$ cat src/rtl/led_pattern_gen.sv
// Multi-pattern LED driver: binary, bounce scan, blink-all and Gray count, with debounced mode/speed buttons.
// Define LED_PWM_DIM_EN to dim every LED to 25% duty through a free-running 4-bit PWM counter.

module led_pattern_gen_debounce #(
  parameter int unsigned DEB_CYCLES = 4000
) (
  input  logic clk,
  input  logic rst,
  input  logic btn,
  output logic press
);
  localparam int unsigned CW = $clog2(DEB_CYCLES + 1);
  localparam logic [CW-1:0] CNT_LAST = CW'(DEB_CYCLES - 1);

  logic          sync1, sync2, stable, stable_d, armed;
  logic [1:0]    fill;
  logic [CW-1:0] cnt;

  // armed stays low until a released button is seen after reset, so a button
  // held through reset cannot produce a press
  always_ff @(posedge clk or posedge rst) begin
    if (rst) begin
      sync1    <= 1'b0;
      sync2    <= 1'b0;
      fill     <= '0;
      cnt      <= '0;
      stable   <= 1'b0;
      stable_d <= 1'b0;
      armed    <= 1'b0;
      press    <= 1'b0;
    end else begin
      sync1    <= btn;
      sync2    <= sync1;
      fill     <= {fill[0], 1'b1};
      stable_d <= stable;
      press    <= stable & ~stable_d & armed;
      if (fill[1] && !sync2 && !stable)
        armed <= 1'b1;
      if (sync2 == stable) begin
        cnt <= '0;
      end else if (cnt == CNT_LAST) begin
        stable <= sync2;
        cnt    <= '0;
      end else begin
        cnt <= cnt + 1'b1;
      end
    end
  end
endmodule

module led_pattern_gen #(
  parameter int unsigned N_LEDS     = 4,
  parameter int unsigned PRESC_DIV  = 131072,
  parameter int unsigned DEB_CYCLES = 4000
) (
  input  logic              PCLK,
  input  logic              RST,
  input  logic              BTN_MODE,
  input  logic              BTN_SPEED,
  output logic [N_LEDS-1:0] LD,
  output logic [1:0]        MODE,
  output logic [1:0]        SPEED
);
  localparam int unsigned PW = (N_LEDS > 1) ? $clog2(N_LEDS) : 1;
  localparam int unsigned SW = $clog2(PRESC_DIV);
  localparam logic [PW-1:0]     POS_MAX   = PW'(N_LEDS - 1);
  localparam logic [SW-1:0]     PRESC_MAX = SW'(PRESC_DIV - 1);
  localparam logic [N_LEDS-1:0] LED_ONE   = N_LEDS'(1);

  typedef enum logic [1:0] {MODE_BIN, MODE_SCAN, MODE_BLINK, MODE_GRAY} mode_t;
  typedef enum logic {DIR_UP, DIR_DOWN} dir_t;

  mode_t             mode_q, mode_d;
  dir_t              dir_q, dir_d;
  logic [1:0]        speed_q, speed_d, mode_inc;
  logic [N_LEDS-1:0] count_q, count_d, pattern;
  logic [PW-1:0]     pos_q, pos_d;
  logic              phase_q, phase_d;
  logic [SW-1:0]     presc_q, presc_d;
  logic [2:0]        spd_cnt_q, spd_cnt_d, spd_last;
  logic              mode_press, speed_press, base_tick, step;

  led_pattern_gen_debounce #(.DEB_CYCLES(DEB_CYCLES)) u_deb_mode (
    .clk(PCLK), .rst(RST), .btn(BTN_MODE), .press(mode_press)
  );
  led_pattern_gen_debounce #(.DEB_CYCLES(DEB_CYCLES)) u_deb_speed (
    .clk(PCLK), .rst(RST), .btn(BTN_SPEED), .press(speed_press)
  );

  always_ff @(posedge PCLK or posedge RST) begin
    if (RST) begin
      mode_q    <= MODE_BIN;
      speed_q   <= '0;
      count_q   <= '0;
      pos_q     <= '0;
      dir_q     <= DIR_UP;
      phase_q   <= 1'b0;
      presc_q   <= '0;
      spd_cnt_q <= '0;
    end else begin
      mode_q    <= mode_d;
      speed_q   <= speed_d;
      count_q   <= count_d;
      pos_q     <= pos_d;
      dir_q     <= dir_d;
      phase_q   <= phase_d;
      presc_q   <= presc_d;
      spd_cnt_q <= spd_cnt_d;
    end
  end

  always_comb begin
    mode_d    = mode_q;
    speed_d   = speed_q;
    count_d   = count_q;
    pos_d     = pos_q;
    dir_d     = dir_q;
    phase_d   = phase_q;
    mode_inc  = mode_q + 2'd1;
    spd_last  = 3'd0;
    case (speed_q)
      2'd0: spd_last = 3'd0;
      2'd1: spd_last = 3'd1;
      2'd2: spd_last = 3'd3;
      default: spd_last = 3'd7;
    endcase
    base_tick = (presc_q == PRESC_MAX);
    step      = base_tick && (spd_cnt_q == spd_last);
    presc_d   = base_tick ? '0 : presc_q + 1'b1;
    if (step)
      spd_cnt_d = '0;
    else if (base_tick)
      spd_cnt_d = spd_cnt_q + 1'b1;
    else
      spd_cnt_d = spd_cnt_q;

    // any button press suppresses a step landing on the same edge
    if (step && !mode_press && !speed_press) begin
      case (mode_q)
        MODE_SCAN: begin
          if (N_LEDS > 1) begin
            if (dir_q == DIR_UP) begin
              if (pos_q == POS_MAX) begin
                dir_d = DIR_DOWN;
                pos_d = pos_q - 1'b1;
              end else begin
                pos_d = pos_q + 1'b1;
              end
            end else begin
              if (pos_q == '0) begin
                dir_d = DIR_UP;
                pos_d = pos_q + 1'b1;
              end else begin
                pos_d = pos_q - 1'b1;
              end
            end
          end
        end
        MODE_BLINK: phase_d = ~phase_q;
        default:    count_d = count_q + 1'b1;
      endcase
    end

    if (speed_press) begin
      speed_d   = speed_q + 2'd1;
      presc_d   = '0;
      spd_cnt_d = '0;
    end
    if (mode_press) begin
      mode_d    = mode_t'(mode_inc);
      count_d   = '0;
      pos_d     = '0;
      dir_d     = DIR_UP;
      phase_d   = 1'b0;
      presc_d   = '0;
      spd_cnt_d = '0;
    end
  end

  always_comb begin
    pattern = '0;
    case (mode_q)
      MODE_BIN:   pattern = count_q;
      MODE_SCAN:  pattern = LED_ONE << pos_q;
      MODE_BLINK: pattern = {N_LEDS{phase_q}};
      MODE_GRAY:  pattern = count_q ^ (count_q >> 1);
      default:    pattern = '0;
    endcase
  end

`ifdef LED_PWM_DIM_EN
  logic [3:0] pwm_q;

  always_ff @(posedge PCLK or posedge RST) begin
    if (RST)
      pwm_q <= '0;
    else
      pwm_q <= pwm_q + 4'd1;
  end

  assign LD = pattern & {N_LEDS{pwm_q < 4'd4}};
`else
  assign LD = pattern;
`endif

  assign MODE  = mode_q;
  assign SPEED = speed_q;
endmodule

$ cat config.mk
export PLATFORM = sky130hd
export DESIGN_NAME = led_pattern_gen
export DESIGN_NICKNAME = d
export VERILOG_FILES = /design/src/rtl/led_pattern_gen.sv
export SDC_FILE = /design/constraint.sdc
export NUM_CORES = 1
export LEC_CHECK = 0
export ABC_AREA = 1
export BUFFER_PORTS_ARGS = -buffer_cell sky130_fd_sc_hd__buf_2
export CAP_MARGIN = 20
export CORE_MARGIN = 2
export CORE_UTILIZATION = 30
export CTS_CLUSTER_SIZE = 20
export DETAILED_ROUTE_END_ITERATION = 10
export PLACE_DENSITY = 0.52
export SETUP_SLACK_MARGIN = 0.15
export SKIP_CTS_REPAIR_TIMING = 1
export SLEW_MARGIN = 20
export SYNTH_ARGS = -nofsm -noshare
export SYNTH_HDL_FRONTEND = slang
export SYNTH_HIERARCHICAL = 1
export SYNTH_SLANG_ARGS = --single-unit
$ cat constraint.sdc
create_clock -name PCLK -period 3.5 [get_ports PCLK]
set_clock_uncertainty 0.1 [all_clocks]
set_input_delay 0.7 -clock PCLK [delete_from_list [all_inputs] [get_ports PCLK]]
set_output_delay 0.7 -clock PCLK [all_outputs]
set_load 0.01 [all_outputs]
==> tab_implementation.tex <==
\begin{tabular}{lr}
\hline
Metric & Value \\
\hline
\multicolumn{2}{l}{\textbf{Clocking}} \\
CTS tree & yes \\
Clk root buf & clkbuf\_16 \\
Clk slew on worst S/H paths & 60 ps \\
Num Clock Sinks & 72 \\
Max clock buf depth & 2 \\
H-tree level count & 3 \\
Clock network latency to the later pin of the worst-skew pair & 330 ps \\
Number of CTS-inserted buffers & 9 \\
\multicolumn{2}{l}{\textbf{Yosys}} \\
Dominant register cell in the synthesized netlist & dfrtp\_1 \\
Warnings from Yosys & 6 \\
Number of distinct library cells after synthesis & 36 \\
Post-synth design cell area & 3720 um2 \\
FFs w/ async S/R, synth & 100\% \\
Number of enable-type register cells in the synthesized netlist & 0 \\
Post-Syn Instances & 421 \\
Post-synth net total & 439 \\
Register bit total from synthesis & 72 \\
Share of the yosys chip area belonging to registers & 48.4\% \\
Mean post-synth cell area & 8.84 um2 \\
\multicolumn{2}{l}{\textbf{STA}} \\
Clock period minus final worst setup slack & 2530 ps \\
Max Transition Viols Final & 0 \\
Setup slack of the critical path after layout & 974 ps \\
Final-report hold violation count & 0 \\
Unrepaired setup endpoints after global routing & no \\
Total of endpoints with negative setup slack in the final report & 0 \\
Slew of the pin with the lowest slew margin & 758 ps \\
Worst slew margin relative to its limit & 49.4\% \\
Final hold slack & 247 ps \\
Final TNS setup & 0 ps \\
Achievable frequency & 396 MHz \\
Post-route clock period utilization & 72.2\% \\
\multicolumn{2}{l}{\textbf{Finish}} \\
Ant. Diodes & 0 \\
Fraction of final layout cells with drive strength greater than 1 & 16.1\% \\
Multi-input logic area & 1670 um2 \\
Relative area change from synthesis to final layout & 15.8\% \\
Storage element area & 1800 um2 \\
Fill count & 1,239 \\
Post-layout nets & 460 \\
Final instance count without filler cells & 615 \\
Final std cell area, no fill & 4310 um2 \\
\multicolumn{2}{l}{\textbf{Min path}} \\
Hold/Removal Path Class & flip-flop to flip-flop \\
\multicolumn{2}{l}{\textbf{Worst setup path}} \\
Critical path data arrival time & 2640 ps \\
Crit path capture type & flip-flop \\
Reg-to-reg setup timing slack & 970 ps \\
Critical path cell sequence & ha\_1 > nand3\_2 > nor3\_4 > nand3\_1 > nor3\_2 > ha\_1 > o21ai\_1 > nor2\_2 > nand3\_1 > nand2\_1 > nand2\_1 > nand2\_1 > nand2\_1 \\
CP Max Fanout & 7 \\
CP max stage cell & dfrtp\_1 \\
Required time reported for the critical path endpoint & 3610 ps \\
Cell repeated most along the worst path & nand2\_1 \\
Largest incremental delay on the critical path & 380 ps \\
Path type of the worst setup path & flip-flop to flip-flop \\
Type of origin of the critical path & flip-flop \\
\multicolumn{2}{l}{\textbf{Detailed routing}} \\
Via-per-instance ratio & 4.41 \\
Routed wire per std cell & 10.8 um \\
Post-route DRC & 0 \\
Via count & 2,712 \\
Post-route antenna net violation count & 0 \\
Final wirelength & 6.66 mm \\
First-iteration detailed-routing DRC count & 131 \\
Number of iterations in the first detailed-routing pass & 4 \\
\multicolumn{2}{l}{\textbf{Global routing}} \\
Total grt overflow & 0 \\
Pin count of the biggest net entering global routing & 33 \\
Vias in the first global route & 2,679 \\
Initial antenna violation count & 0 \\
Global-route usage over all layers & 11.4\% \\
Global-route wire length before repair & 12.1 mm \\
\multicolumn{2}{l}{\textbf{Floorplan}} \\
Effective utilization at floorplan & 30.9\% \\
Die Outline Area & 13,300 um2 \\
Number of top-level design ports & 12 \\
Core area & 12,100 um2 \\
Vertical die dimension & 115 um \\
Horizontal extent of the die & 115 um \\
Placement row count & 40 \\
\multicolumn{2}{l}{\textbf{Place}} \\
Last weighted congestion value of the routability-driven placer & 0.836 \\
Dpl ws & 966 ps \\
Input/output buffers & 11 \\
Final HPWL DP & 4.84 mm \\
Total cell area at the placement stage & 3980 um2 \\
Number of placed instances with taps included & 599 \\
\multicolumn{2}{l}{\textbf{Power and ir drop}} \\
Maximum VDD drop & 0.216 mV \\
Pwr per Cell Area & 438 nW/um2 \\
Sequential fraction of design power & 45.0\% \\
Clk network pwr share & 52.8\% \\
Switching Power & 0.000387 W \\
Leakage component of the power & 2.07 nW \\
Switching part of the total & 20.5\% \\
Proportion of power drawn by combinational gates & 2.2\% \\
Cell internal power dissipation & 0.00150 W \\
\multicolumn{2}{l}{\textbf{Outcome}} \\
Outcome & finished, final reports clean \\
\multicolumn{2}{l}{\textbf{Run}} \\
Max-Cap Viols & 0 \\
\hline
\end{tabular}
[metal layers]
metal / track usage [%] / share of wire (%) / up-vias
met4: 5.46 / 1.6 / 0
li1: - / - / 1398
met2: 17.7 / 46 / 21
met1: 14.8 / 50 / 1284
met5: 0 / 0 / -
met3: 2.90 / 3.1 / 9
[worst paths after layout]
check / startpoint / endpoint / depth (start not counted)
worst max-delay path: presc_q[0] / count_q[0] / 13
worst min-delay path: u_deb_speed/fill[0] / u_deb_speed/fill[1] / 0
worst max register to register: presc_q[0] / count_q[0] / 13
worst min register to register: u_deb_speed/fill[0] / u_deb_speed/fill[1] / 0
max in group asynchronous: RST / u_deb_speed/cnt[1] / 2
min in group asynchronous: RST / presc_q[10] / 3
[metrics by stage]
step                      utilization (%)  power, W
final                                35.7   0.00189
after global routing                 35.7   0.00196
after CTS                            35.7   0.00192
after detailed placement             33.0  0.000908
after global placement               33.0  0.000908
after floorplan                         -  0.000895
[cell type report]
cell class,instances,area share [%]
flip-flops and latches,72,41.8
well taps,168,4.88
clock buffers,10,5.55
inverters,62,5.40
repair buffers,12,1.45
clock inverters,6,2.12
multi-input cells,285,38.8
[sequential cells by signal (all words and copies together), names as in the netlist, 2 cells and up]
register	flops
MODE	2
presc_q	17
u_deb_speed/cnt	12
SPEED	2
u_deb_speed/fill	2
u_deb_mode/fill	2
count_q	4
u_deb_mode/cnt	12
pos_q	2
spd_cnt_q	3
[power by group through the flow]
stage	Combinational, W	Clock, W	Sequential [W]
after global routing	0.0000502	0.00106	0.000850
after floorplan	0.0000321	0	0.000863
after global placement	0.0000437	0	0.000864
final	0.0000419	0.000997	0.000849
after detailed placement	0.0000441	0	0.000864
after CTS	0.0000442	0.00103	0.000849
[worst max-delay path: cells and delay by family (launching register included)]
kind            cells  cell delay (ps)
fa+ha+maj           2              440
simple gates       10             1410
compound gates      1               90
flops               1              380
[cells in the mapped netlist (2+ instances only)]
library cell / instances / share of area [%]
nand2_1: 82 / 8.3
dfrtp_1: 72 / 48
inv_1: 56 / 5.6
nor2_1: 48 / 4.8
nand3_1: 27 / 3.6
a21oi_1: 15 / 2.0
ha_1: 14 / 4.7
o21ai_1: 11 / 1.5
xor2_1: 10 / 2.4
nor3_1: 9 / 1.2
nand4_1: 8 / 1.3
nor2_2: 7 / 1.2
inv_2: 6 / 0.61
a31oi_1: 5 / 0.84
nand2_2: 5 / 0.84
nor3_2: 5 / 1.3
o21ai_0: 4 / 0.54
a32oi_1: 3 / 0.71
nand2_4: 3 / 0.91
nand3_4: 3 / 1.4
nor2_4: 3 / 0.91
nor3b_2: 3 / 1.0
xnor2_1: 3 / 0.71
a211oi_1: 2 / 0.40
buf_4: 2 / 0.40
conb_1: 2 / 0.20
nand3_2: 2 / 0.54
nor2_8: 2 / 1.1
xor2_2: 2 / 0.87
[cells by family (layout without fill, tap and decap cells)]
family                     count (synthesis)  count (layout)  synth area share, %
adders and majority gates                 14              14                 4.71
other                                      2               2                0.202
AOI/OAI and AO/OA                         43              43                 6.62
DFF                                       72              72                 48.4
xor gates and xnor gates                  15              15                 3.93
and+or+nand+nor                          211             211                 29.5
buffers and inverters                     64              90                 6.66
[cell usage in the layout (no fill, tap or decap), drive strengths merged, types with 2 or more instances in the layout]
cell	Yosys	layout
a211oi	2	2
a21oi	16	16
a31oi	5	5
a32oi	3	3
buf	2	12
bufinv	0	2
clkbuf	0	10
clkinv	0	3
conb	2	2
dfrtp	72	72
ha	14	14
inv	62	63
nand2	90	90
nand3	32	32
nand4	8	8
nor2	60	60
nor3	15	15
nor3b	3	3
o21ai	15	15
xnor2	3	3
xor2	12	12
Note: power is estimated with default switching activity, not from simulation.
